## config.mk

```make
export PLATFORM = sky130hd
export DESIGN_NAME = mult_seq_flat
export DESIGN_NICKNAME = d
export VERILOG_FILES = /design/src/rtl/mult_pkg.sv /design/src/rtl/mult_seq_if.sv /design/src/rtl/mult_seq_add_cw.sv /design/src/rtl/mult_seq.sv /design/src/flat_wrapper.sv
export SDC_FILE = /design/constraint.sdc
export NUM_CORES = 1
export LEC_CHECK = 0
export BUFFER_PORTS_ARGS = -buffer_cell sky130_fd_sc_hd__buf_2
export CAP_MARGIN = 10
export CORE_ASPECT_RATIO = 0.6
export CORE_MARGIN = 2
export CORE_UTILIZATION = 54
export CTS_BUF_LIST = sky130_fd_sc_hd__clkbuf_8
export DETAILED_ROUTE_END_ITERATION = 12
export HOLD_SLACK_MARGIN = 0.12
export PLACE_DENSITY_LB_ADDON = 0.15
export SLEW_MARGIN = 40
export SYNTH_ARGS = -nofsm -noshare
export SYNTH_HDL_FRONTEND = slang
export SYNTH_HIERARCHICAL = 1
export SYNTH_SLANG_ARGS = --single-unit
export TNS_END_PERCENT = 10
```

## constraint.sdc

```tcl
create_clock -name clk -period 3.25 [get_ports clk]
set_clock_uncertainty 0.1 [all_clocks]
set_input_delay 0.4875 -clock clk [delete_from_list [all_inputs] [get_ports clk]]
set_output_delay 0.4875 -clock clk [all_outputs]
set_load 0.1 [all_outputs]
```

## src/rtl/mult_pkg.sv

```systemverilog
// Shared types and constants for the mult_seq shift-and-add multiplier.
package mult_pkg;

  localparam int WIDTH_DEF = 32;

  typedef enum logic [1:0] {
    IDLE = 2'd0,
    RUN  = 2'd1,
    NEG  = 2'd2,
    DONE = 2'd3
  } state_t;

  // Iteration counter width; guarded so a 1-bit operand still gets a counter bit.
  function automatic int cnt_width(input int w);
    return (w > 1) ? $clog2(w) : 1;
  endfunction

endpackage

```

## src/rtl/mult_seq_if.sv

```systemverilog
// Request/result bundle between the EX stage and mult_seq.
// MULT_SIGNED_EN adds the signed_op request bit.
interface mult_seq_if #(
  parameter int WIDTH = 32
);
  logic             start;
  logic [WIDTH-1:0] a;
  logic [WIDTH-1:0] b;
`ifdef MULT_SIGNED_EN
  logic             signed_op;
`endif
  logic             ready;
  logic             busy;
  logic             done;
  logic [WIDTH-1:0] hi;
  logic [WIDTH-1:0] lo;

`ifdef MULT_SIGNED_EN
  modport master (output start, a, b, signed_op, input ready, busy, done, hi, lo);
  modport slave  (input start, a, b, signed_op, output ready, busy, done, hi, lo);
`else
  modport master (output start, a, b, input ready, busy, done, hi, lo);
  modport slave  (input start, a, b, output ready, busy, done, hi, lo);
`endif
endinterface

```

## src/rtl/mult_seq_add_cw.sv

```systemverilog
// WIDTH-bit adder with carry-in and carry-out, shared by every RUN iteration.
module add_cw #(
  parameter int WIDTH = 32
) (
  input  logic [WIDTH-1:0] i_in0,
  input  logic [WIDTH-1:0] i_in1,
  input  logic             i_cin,
  output logic [WIDTH-1:0] o_sum,
  output logic             o_cout
);
  assign {o_cout, o_sum} = {1'b0, i_in0} + {1'b0, i_in1} + {{WIDTH{1'b0}}, i_cin};
endmodule

```

## src/rtl/mult_seq.sv

```systemverilog
// Sequential shift-and-add multiplier producing a 2*WIDTH-bit product as hi/lo.
// Optional MULT_SIGNED_EN adds signed_op and a one-cycle NEG fix-up state.
module mult_seq
  import mult_pkg::*;
#(
  parameter int WIDTH = WIDTH_DEF
) (
  input logic      clk,
  input logic      rst_n,
  mult_seq_if.slave bus
);
  localparam int CNT_W = cnt_width(WIDTH);
  localparam int W2    = 2 * WIDTH;

  state_t           r_state, w_state_nxt;
  logic [CNT_W-1:0] r_count;
  logic [W2-1:0]    r_acc, w_acc_nxt;
  logic [WIDTH-1:0] r_mcand, r_hi, r_lo;
  logic [WIDTH-1:0] w_a_op, w_b_op, w_addend, w_sum;
  logic             w_cout, w_last;

`ifdef MULT_SIGNED_EN
  logic r_sop, r_sneg;

  // abs() of the most-negative value wraps to itself, which is 2^(W-1) read unsigned.
  assign w_a_op = (bus.signed_op && bus.a[WIDTH-1]) ? (~bus.a + WIDTH'(1)) : bus.a;
  assign w_b_op = (bus.signed_op && bus.b[WIDTH-1]) ? (~bus.b + WIDTH'(1)) : bus.b;
`else
  assign w_a_op = bus.a;
  assign w_b_op = bus.b;
`endif

  assign w_addend = r_acc[0] ? r_mcand : '0;
  assign w_last   = (r_count == CNT_W'(WIDTH - 1));

  add_cw #(.WIDTH(WIDTH)) u_add (
    .i_in0  (r_acc[W2-1:WIDTH]),
    .i_in1  (w_addend),
    .i_cin  (1'b0),
    .o_sum  (w_sum),
    .o_cout (w_cout)
  );

  always_comb begin
    w_state_nxt = r_state;
    w_acc_nxt   = r_acc;
    case (r_state)
      IDLE: begin
        if (bus.start) begin
          w_state_nxt = RUN;
          w_acc_nxt   = {{WIDTH{1'b0}}, w_b_op};
        end
      end
      RUN: begin
        w_acc_nxt = {w_cout, w_sum, r_acc[WIDTH-1:1]};
        if (w_last) begin
`ifdef MULT_SIGNED_EN
          w_state_nxt = r_sop ? NEG : DONE;
`else
          w_state_nxt = DONE;
`endif
        end
      end
      NEG: begin
`ifdef MULT_SIGNED_EN
        w_acc_nxt = r_sneg ? (~r_acc + W2'(1)) : r_acc;
`endif
        w_state_nxt = DONE;
      end
      DONE:    w_state_nxt = IDLE;
      default: w_state_nxt = IDLE;
    endcase
  end

  always_ff @(posedge clk or negedge rst_n) begin
    if (!rst_n) begin
      r_state <= IDLE;
      r_count <= '0;
      r_acc   <= '0;
      r_mcand <= '0;
      r_hi    <= '0;
      r_lo    <= '0;
`ifdef MULT_SIGNED_EN
      r_sop   <= 1'b0;
      r_sneg  <= 1'b0;
`endif
    end else begin
      r_state <= w_state_nxt;
      r_acc   <= w_acc_nxt;
      if (r_state == IDLE && bus.start) begin
        r_mcand <= w_a_op;
        r_count <= '0;
`ifdef MULT_SIGNED_EN
        r_sop   <= bus.signed_op;
        r_sneg  <= bus.signed_op & (bus.a[WIDTH-1] ^ bus.b[WIDTH-1]);
`endif
      end else if (r_state == RUN) begin
        r_count <= r_count + CNT_W'(1);
      end
      // Result registers move only on the edge that enters DONE.
      if (w_state_nxt == DONE && r_state != DONE) begin
        {r_hi, r_lo} <= w_acc_nxt;
      end
    end
  end

  assign bus.ready = (r_state == IDLE);
  assign bus.busy  = (r_state == RUN) || (r_state == NEG);
  assign bus.done  = (r_state == DONE);
  assign bus.hi    = r_hi;
  assign bus.lo    = r_lo;

endmodule
```

## src/flat_wrapper.sv

```systemverilog
// flat-port wrapper written by rule: the top's interface ports become plain ports
module mult_seq_flat import mult_pkg::*;
#(
  parameter int WIDTH = WIDTH_DEF
)
  (clk, rst_n, bus_start, bus_a, bus_b, bus_ready, bus_busy, bus_done, bus_hi, bus_lo);
  mult_seq_if #(.WIDTH(WIDTH)) bus_i ();
  input logic clk;
  input logic rst_n;
  input wire logic [$bits(bus_i.start)-1:0] bus_start;
  input wire logic [$bits(bus_i.a)-1:0] bus_a;
  input wire logic [$bits(bus_i.b)-1:0] bus_b;
  output wire logic [$bits(bus_i.ready)-1:0] bus_ready;
  output wire logic [$bits(bus_i.busy)-1:0] bus_busy;
  output wire logic [$bits(bus_i.done)-1:0] bus_done;
  output wire logic [$bits(bus_i.hi)-1:0] bus_hi;
  output wire logic [$bits(bus_i.lo)-1:0] bus_lo;
  assign bus_i.start = bus_start;
  assign bus_i.a = bus_a;
  assign bus_i.b = bus_b;
  assign bus_ready = bus_i.ready;
  assign bus_busy = bus_i.busy;
  assign bus_done = bus_i.done;
  assign bus_hi = bus_i.hi;
  assign bus_lo = bus_i.lo;
  mult_seq #(.WIDTH(WIDTH)) u_core (.clk(clk), .rst_n(rst_n), .bus(bus_i));
endmodule
```

* After elaboration in Yosys (flattened, before gate mapping)
Cells that the tools add are included. Widths: inputs -> output; s select.
Storage, ports and cells: word-level logic and storage cells 27, output and inout bits 67, flip-flop bits (word level) 167, bits of input ports 67
Cells by class: equal/unequal tests 6, mux-type cells 8, $add $sub $neg 2, reductions and logical operators 5
Operator list (count):
- $pmux 64 s2 | 1
- $mux 64 | 1
- $add 32x32->33 | 1
- $mux 32 | 1
- $mux 5 | 2
- $pmux 2 s4 | 1
- $eq 2x2->1 const B | 3
- $add 5x1->5 const B | 1
- $eq 5x5->1 const B | 1
- $mux 2 | 2
- $eq 2x1->1 const B | 1
- $logic_and 1x1->1 | 2
- $logic_not 2->1 | 1
- $ne 2x2->1 const B | 1
- $reduce_bool 2->1 | 1
- $logic_or 1x1->1 | 1

* Longest topological paths before layout
Gate-level depths: netlist (run 1).
depth in word-level cells 5, mapped depth 13, depth with buffers taken out 12

* Cells and area by module
Netlist (run 1), hierarchy kept.
By module, submodules not included:
- mult_seq | area an instance 7253.2 um^2, seq. area each 4179.0 um^2, cells an instance 522, instances 1
- add_cw | area an instance 1750.4 um^2, seq. area each 0.0 um^2, cells an instance 244, instances 1

* Worst setup path after synthesis (run 1)
OpenSTA, ideal clock, no wires.
path kind register -> register, start reg u_core.r_acc[0], end reg u_core.r_hi[29] (netlist: u_core/bus.hi[29]), arrival 3.387 ns, data required time 3.025 ns, setup slack -0.362 ns, stages on the path, launching flop included 13, buffers on the path 0, setup time 0.125 ns, clock period less this slack 3.612 ns, path through dfrtp_1 -> and2_1 -> fa_1 -> fa_1 -> a21o_1 -> a221oi_1 -> o21a_1 -> a21oi_1 -> a21oi_1 -> o221ai_1 -> xor2_1 -> a22o_1 -> mux2_4
On the way: cells in the longest elaborated chain, start to end 3
Ends and longest elaborated chain:
- start, declared | line mult_seq.sv:17 | logic [W2-1:0] r_acc, w_acc_nxt;
- start signal, assigned | line mult_seq.sv:89 | r_acc <= w_acc_nxt;
- $mux 32 | line mult_seq.sv:33 | assign w_addend = r_acc[0] ? r_mcand : '0;
- named net u_core.w_addend[0] | line mult_seq.sv:19 | logic [WIDTH-1:0] w_a_op, w_b_op, w_addend, w_sum;
- $add 32x32->33 | line mult_seq_add_cw.sv:11 | assign {o_cout, o_sum} = {1'b0, i_in0} + {1'b0, i_in1} + {{WIDTH{1'b0}}, i_cin};
- named net u_core.w_sum[30] | line mult_seq.sv:19
- $pmux 64 s2 | line mult_seq.sv:47 | case (r_state)
- named net u_core.w_acc_nxt[61] | line mult_seq.sv:17
- end signal, assigned | line mult_seq.sv:102 | {r_hi, r_lo} <= w_acc_nxt;
- end, declared | line mult_seq.sv:18 | logic [WIDTH-1:0] r_mcand, r_hi, r_lo;
The timed path passes the listed nets, and every way through them passes these cells. A chain may end at the register's enable or synchronous reset.

* Worst setup path in the final report (run 1)
start reg u_core.r_acc[0], end reg u_core.r_hi[28] (netlist: u_core/bus.hi[28])
The elaborated chain is that of the path after synthesis.

==> results.cfg, run 1 <==
[global_route]
grt_max_degree = 59
grt_pass1_wl_mm = 36.1
gr-total-overflow = 0
grt_usage_pct = 25.8
antenna_found_initial = 0
grt_pass1_vias = 6745

[die]
start_util_pct = 55.4
die_w_um = 171
ios = 134
core_um2 = 16300
die_h_um = 104
die_area_um2 = 17800
rows = 36

[yosys]
synth_warnings = 6
synth-xor-area-share_pct = 3.21
synth.avg_cell_area_um2 = 11.8
yosysTopAreaCellShare_pct = 46.4
ys_seq_area_share_pct = 46.4
synth_area_um2 = 9000
synthMuxAreaShare_pct = 18.7
synth_seq_cells = 167
yosysTopAreaCell = dfrtp_1
syn_inst = 766
synthTopCellsByArea = dfrtp_1 46%, mux2_4 10%, mux2_2 8.3%
synth_compound_area_share_pct = 13.6
synth-main-ff-cell = dfrtp_1
yosysUniqueCellTypes = 61
synth_nets = 872
yosys.area_share.simple_pct = 9.17
synthArstFlopShare_pct = 100
synth_fa_ha_area_share_pct = 5.59
synth_edf_count = 0
synth_top_family_by_area = multiplexers

[sta]
timing.final.crit_share_pct = 105
timing.final.ws_setup_ns = -0.148
setup_viol = 8
finalMaxSlewViolations = 0
slew_headroom_pct = 47.1
fin_crit_ns = 3.40
rsz0062_at_grt = yes
fin_setup_tns_ns = -0.588
hold_viol = 0
clock.fmax_ghz = 0.294
worst_pin_slew_ns = 0.794

[final_layout]
layoutNonFillerInstCount = 1181
diodes = 0
nets = 1046
final_common_cell = dfrtp_1
drive_above_1_share_pct = 41.0
area.growth.synth_to_final_pct = 21.5
layout_common_cells = 167 x dfrtp_1, 132 x buf_2, 80 x nand2_1

[placed_design]
hpwl_mm = 15.6
port_buffers = 133
place_congestion = 0.856
dp_cells = 1130

[run]
maxCapViolations = 0

[clock_tree]
clk_path_buf_depth = 2
clk_pin_slew_worst_paths_ns = 0.10
cts_tree = yes
htreeDepth = 4
cts_root_buffer = clkbuf_8
worstSkewPairLatency_ns = 0.47
clkSinkCount = 167
cts_buffers = 17

[outcome]
outcome = finished with violations
violations = negative setup slack

[critical_path]
crit_required_ns = 3.50
startpoint_type = register
arrival_ns = 3.65
end_kind = register
crit_type = register to register
cp_max_fo = 18

[detailed_routing]
dr.pass1.iters = 5
ant_nets = 0
routedWlPerCell_um = 18.5
wl_mm = 21.9
drcViolationCount = 0
vias = 6626
drtIter0Drc = 413
via_per_inst = 5.61

[min_path]
hold_path.class = input pin to register
## flip-flops by register name, indices dropped and copies added (netlist names)
name / cells
u_core/bus.hi: 32
u_core/bus.lo: 32
u_core/r_state: 2
u_core/r_count: 5
u_core/r_acc: 64
u_core/r_mcand: 32
## per-layer routing
metal / share of wire [%] / vias to the layer above / global-route usage (%) / routed length, um
met1: 51 / 3314 / 40.6 / 11200
li1: - / 3118 / - / -
met4: 0.80 / 0 / 5.07 / 175
met2: 43 / 180 / 36.7 / 9330
met3: 5.3 / 14 / 5.59 / 1160
met5: 0 / - / 0 / 0
## area by class of cell
class	count	area, um^2
sequential	167	4180
inverter	11	41.3
clock buffer	19	262
fill	1238	5320
timing repair buffer	201	1230
multi-input combinational	542	4750
tap	228	285
clock inverter	13	195
## path summary, 6_finish.rpt
check	slack, ns	cells past startpoint	startpoint	endpoint
setup / recovery	-0.15	12	u_core/r_acc[0]$_DFF_PN0_	u_core/bus.hi[28]$_DFFE_PN0P_
setup reg to reg	-0.15	12	u_core/r_acc[0]$_DFF_PN0_	u_core/bus.hi[28]$_DFFE_PN0P_
hold / removal	0.15	2	bus_a[13]	u_core/r_mcand[13]$_DFFE_PN0P_
hold reg to reg	0.41	1	u_core/r_mcand[3]$_DFFE_PN0P_	u_core/r_mcand[3]$_DFFE_PN0P_
max in group asynchronous	1.91	3	rst_n	u_core/r_acc[26]$_DFF_PN0_
min in group asynchronous	0.43	2	rst_n	u_core/r_mcand[10]$_DFFE_PN0P_
## Yosys cell counts, types with 3 or more instances
library cell  instances
buf_2                14
buf_4                 3
a22oi_1              33
a21oi_1              36
a211oi_1              3
xnor2_1              16
a21o_1               17
dfrtp_1             167
mux2_2               66
a22o_1               32
ha_1                 37
xor2_1               17
and3_1                4
o21a_1                4
o31ai_1               3
nor3_1                3
mux2i_1               3
a311oi_1              3
o21ai_1               4
clkbuf_1             18
nor2_1               20
mux2_4               60
buf_1                 5
o21bai_1              5
and2_1               33
a31oi_1               4
nand3_1               6
o211ai_1              6
buf_6                 6
o21ai_0               8
nand2_1              81
inv_1                 9
nand4_1               6
## critical path: stages (launching register included)
cell	delay [ns]
dfrtp_1	0.41
buf_6	0.17
and2_1	0.17
ha_4	0.27
and4_4	0.24
nor4b_4	0.26
inv_2	0.06
o311a_4	0.32
or4_1	0.46
a31oi_1	0.22
xor2_1	0.09
a22o_1	0.23
mux2_4	0.26
## stage by stage
stage,instance area [um^2],utilization [%],hold slack [ns],setup slack (ns)
finish,10900,67.3,0.153,-0.148
CTS,10800,66.5,0.122,-0.128
global placement,10200,62.5,0.364,-0.139
global route,10900,67.3,0.124,-0.242
floorplan,9050,-,0.0919,-0.00761
detailed placement,10200,62.5,0.374,-0.207
## what timing repair did
item                       CTS  global route
gates cloned                 0             0
hold endpoints to repair    52             2
setup endpoints to repair   15            22
hold buffers                 6             2
pin swaps                   13            12
gates resized for setup     10            13
setup buffers                8             3
## cells by family (layout without fill, tap and decap cells)
group | after synthesis | count (layout)
AO/OA/AOI/OAI | 170 | 170
AND/OR/NAND/NOR | 169 | 169
flip-flops | 167 | 167
multiplexers | 130 | 130
buffers and inverters | 57 | 244
adder cells (fa/ha/maj) | 39 | 39
XOR/XNOR | 33 | 33
other | 1 | 1
Power of run 1 is not shown: default switching activity piles up to over one toggle a cycle in this logic, so the estimate is an artifact.
==> run 2: changes to the inputs <==
Settings changed: SKIP_LAST_GASP set to 1.
==> run 2 against run 1 <==
Net effect:
- the flow still finishes with violations (negative setup slack)
- via count hardly changed
- critical path depth stayed put
- die area stayed put
- global-route usage is 0.058 points higher
- routed wire length is 0.25% higher
- utilization is 0.28 points lower
- maximum frequency hardly changed
- register-to-register slack hardly changed
- design area is 0.41% lower
- critical path type unchanged
- critical endpoint unchanged
- largest cell class unchanged
==> results.cfg, run 2 (synthesized netlist as in run 1, its figures left out) <==
[placed_design]
dp_cells = 1130
hpwl_mm = 15.6
dp_slack_ns = -0.207
port_buffers = 133
place_congestion = 0.856
place_area_um2 = 10200

[sta]
rsz0062_at_grt = yes
fin_crit_ns = 3.40
timing.final.ws_setup_ns = -0.150
slew_headroom_pct = 46.6
setup_viol = 11
worst_pin_slew_ns = 0.802
hold_viol = 0
timing.final.crit_share_pct = 105
clock.fmax_ghz = 0.294
finalMaxSlewViolations = 0
hold_slack_ns = 0.151

[final_layout]
n_fill_cell = 1242
diodes = 0
drive_above_1_share_pct = 40.3
final_area_um2 = 10900
layout_common_cells = 167 x dfrtp_1, 132 x buf_2, 80 x nand2_1
ff_latch_area_um2 = 4180
multi_input_area_um2 = 4690
area.growth.synth_to_final_pct = 21.0
layoutNonFillerInstCount = 1182
largest_register_ffs = 64
largest_register = u_core/r_acc
nets = 1047
final_common_cell = dfrtp_1

[clock_tree]
cts_buffers = 17
htreeDepth = 4
clkSinkCount = 167
clk_path_buf_depth = 2
clk_pin_slew_worst_paths_ns = 0.10
worstSkewPairLatency_ns = 0.47
cts_tree = yes
cts_root_buffer = clkbuf_8

[die]
die_w_um = 171
start_util_pct = 55.4
ios = 134
core_um2 = 16300
die_area_um2 = 17800
die_h_um = 104
rows = 36

[critical_path]
crit_type = register to register
arrival_ns = 3.65
crit_required_ns = 3.50
startpoint_type = register
end_kind = register
r2r_slack_ns = -0.15
cp_max_fo = 18

[detailed_routing]
via_per_inst = 5.60
routedWlPerCell_um = 18.6
drtIter0Drc = 378
dr.pass1.iters = 4
drcViolationCount = 0
wl_mm = 21.9
vias = 6622
ant_nets = 0

[outcome]
outcome = finished with violations
violations = negative setup slack

[global_route]
grt_util_met3_pct = 5.59
grt_usage_pct = 25.9
use_met1_pct = 40.6
antenna_found_initial = 0
busiest_layer = met1
gr-total-overflow = 0
grt_max_degree = 59
grt_pass1_vias = 6755
grt_pass1_wl_mm = 36.1
use_met2_pct = 36.8

[run]
maxCapViolations = 0

[min_path]
hold_path.class = input pin to register
[run 2: changes by cell type in the layout (fill, tap and decap cells not counted), sizes merged]
cell / delta
buf: +1
[run 2: what timing repair did]
action | in CTS | in global routing
setup endpoints to repair | 15 | 24
pin swaps | 11 | 9
hold endpoints to repair | 52 | 2
hold buffers | 6 | 2
gates resized for setup | 9 | 5
setup buffers | 8 | 4
[run 2: final timing paths]
kind / from / depth (start not counted) / endpoint
worst max-delay path: u_core/r_acc[0]$_DFF_PN0_ / 12 / u_core/bus.hi[28]$_DFFE_PN0P_
worst min-delay path: bus_a[13] / 2 / u_core/r_mcand[13]$_DFFE_PN0P_
worst max register to register: u_core/r_acc[0]$_DFF_PN0_ / 12 / u_core/bus.hi[28]$_DFFE_PN0P_
worst min register to register: u_core/r_mcand[3]$_DFFE_PN0P_ / 1 / u_core/r_mcand[3]$_DFFE_PN0P_
max in group asynchronous: rst_n / 3 / u_core/r_mcand[3]$_DFFE_PN0P_
min in group asynchronous: rst_n / 2 / u_core/r_acc[42]$_DFF_PN0_
[run 2: critical path, cell delays in order, from the launching register on]
cell and delay (ns):
dfrtp_1 0.41, buf_6 0.16, and2_1 0.14, ha_1 0.30, and4_4 0.24, nor4b_4 0.26, inv_2 0.06, o311a_4 0.32
or4_1 0.47, a31oi_1 0.21, xor2_1 0.09, a22o_1 0.24, mux2_4 0.27
[run 2: routing by layer]
layer | part of all wire, % | vias up
met4 | 0.80 | 0
met1 | 51 | 3312
met5 | 0 | -
met3 | 5.6 | 14
li1 | - | 3111
met2 | 43 | 185
[run 2: stage by stage]
| step | utilization, % | setup TNS (ns) |
|---|---|---|
| 2_1_floorplan | - | -0.0218 |
| 3_3_place_gp | 62.5 | -0.639 |
| 3_5_place_dp | 62.5 | -1.45 |
| 4_1_cts | 66.4 | -0.848 |
| 5_1_grt | 67.0 | -2.63 |
| 6_report | 67.0 | -0.740 |
[run 2: cell type report]
class,count,area share [%]
well taps,228,2.62
repair buffers,202,11.4
multi-input cells,542,43.1
flip-flops and latches,167,38.4
clock inverters,13,1.79
clock buffers,19,2.40
inverters,11,0.379
Power of run 2 is left out for the same reason.
==> run 3: changes to the inputs <==
Settings changed: CORE_UTILIZATION 54 to 40.
==> run 3 against run 2 <==
Net effect:
- the run still ends with negative setup slack left
- die area rose by 34%
- hold slack improved by 0.043 ns
- critical path depth did not move
- maximum frequency fell by 0.83%
- clock-buffer cell count rose by 1
- routed wire length rose by 4.4%
- sequential cell count did not move
- design area rose by 4.2%
- register-to-register slack got worse by 0.03 ns
- non-clock buffer count rose by 42
- highest routed layer unchanged
==> results.cfg, run 3 (synthesized netlist as in run 1, its figures left out) <==
[critical_path]
crit_type = register to register
crit_path_end = u_core/bus.hi[29]$_DFFE_PN0P_
cp_max_fo = 3
arrival_ns = 3.71
r2r_slack_ns = -0.18
r2r-end = u_core/bus.hi[29]$_DFFE_PN0P_
startpoint_type = register
r2r_start = u_core/r_acc[0]$_DFF_PN0_
end_kind = register
rr_worst_depth = 12
crit_required_ns = 3.53
crit_path_start = u_core/r_acc[0]$_DFF_PN0_

[global_route]
antenna_found_initial = 0
grt_usage_pct = 20.0
gr-total-overflow = 0
grt_pass1_vias = 6564
grt_pass1_wl_mm = 36.7
grt_max_degree = 62

[clock_tree]
worstSkewPairLatency_ns = 0.49
clk_pin_slew_worst_paths_ns = 0.09
cts_tree = yes
cts_root_buffer = clkbuf_8
cts_buffers = 17
htreeDepth = 4
clkSinkCount = 167
clk_path_buf_depth = 2

[final_layout]
final_common_cell = dfrtp_1
drive_above_1_share_pct = 40.8
layout_common_cells = 166 x dfrtp_1, 132 x buf_2, 80 x nand2_1
largest_register = u_core/r_acc
ff_latch_area_um2 = 4180
final_area_um2 = 11400
diodes = 0
largest_register_ffs = 64
area.growth.synth_to_final_pct = 26.1
multi_input_area_um2 = 4710
nets = 1089
n_fill_cell = 2012

[die]
die_h_um = 120
rows = 42
start_util_pct = 40.8
die_w_um = 198
die_area_um2 = 23800
core_um2 = 22100
ios = 134

[sta]
timing.final.crit_share_pct = 105
timing.final.ws_setup_ns = -0.178
rsz0062_at_grt = yes
finalMaxSlewViolations = 0
clock.fmax_ghz = 0.292
slew_headroom_pct = 51.4
hold_viol = 0
fin_crit_ns = 3.43
fin_setup_tns_ns = -1.92
setup_viol = 17
worst_pin_slew_ns = 0.729

[placed_design]
place_area_um2 = 10400
hpwl_mm = 15.9
port_buffers = 133
dp_slack_ns = -0.234
place_congestion = 0.872

[detailed_routing]
via_per_inst = 5.19
drtIter0Drc = 271
wl_mm = 22.9
vias = 6659
routedWlPerCell_um = 17.9
dr.pass1.iters = 5
drcViolationCount = 0
ant_nets = 0

[outcome]
violations = negative setup slack
outcome = finished with violations

[run]
maxCapViolations = 0

[min_path]
hold_path.class = input pin to register
holdPathStages = 2
[run 3: final cells by class]
class	count	share of cell area (%)
clock inverter	12	1.33
clock buffer	20	2.42
timing repair buffer	244	14.5
sequential	167	36.8
inverter	11	0.364
multi-input combinational	542	41.5
tap	286	3.15
[run 3: worst min path at each step]
stage | from | slack [ns] | endpoint
global route | bus_a[0] | 0.14 | u_core/r_mcand[0]$_DFFE_PN0P_
detailed placement | u_core/bus.hi[12]$_DFFE_PN0P_ | 0.39 | u_core/bus.hi[12]$_DFFE_PN0P_
global placement | u_core/bus.lo[5]$_DFFE_PN0P_ | 0.39 | u_core/bus.lo[5]$_DFFE_PN0P_
floorplan | rst_n | 0.09 | u_core/bus.hi[0]$_DFFE_PN0P_
finish | bus_a[0] | 0.19 | u_core/r_mcand[0]$_DFFE_PN0P_
CTS | bus_a[0] | 0.13 | u_core/r_mcand[0]$_DFFE_PN0P_
[run 3: worst max-delay path: stages, from the launching register on]
cell and delay, ns:
dfrtp_2 0.45, and2_4 0.15, fa_2 0.36, fa_2 0.38, a21o_1 0.21, a221oi_4 0.32, o21a_1 0.23, a21oi_2 0.10
a21oi_4 0.24, o221ai_2 0.12, xor2_1 0.16, a22o_1 0.24, mux2_4 0.26
[run 3: metrics by stage]
step	std cells	util, %	hold WS, ns
after global routing	1282	51.5	0.144
after global placement	1208	47.2	0.386
after detailed placement	1208	47.2	0.386
final	1282	51.5	0.194
after CTS	1278	51.1	0.126
after floorplan	766	-	0.0919
[run 3: metal layers]
layer | global-route usage, % | part of all wire [%]
met5 | 0 | 0
met4 | 5.12 | 0.94
met3 | 4.88 | 4.3
met2 | 26.1 | 39
met1 | 32.3 | 56
[run 3: what timing repair did]
action	4_1_cts	5_1_grt
endpoints found under the hold margin	90	0
pin swaps	13	9
buffers inserted	6	4
hold buffers	32	0
setup endpoints to repair	18	27
gates resized for setup	13	7
Power of run 3 is left out for the same reason.
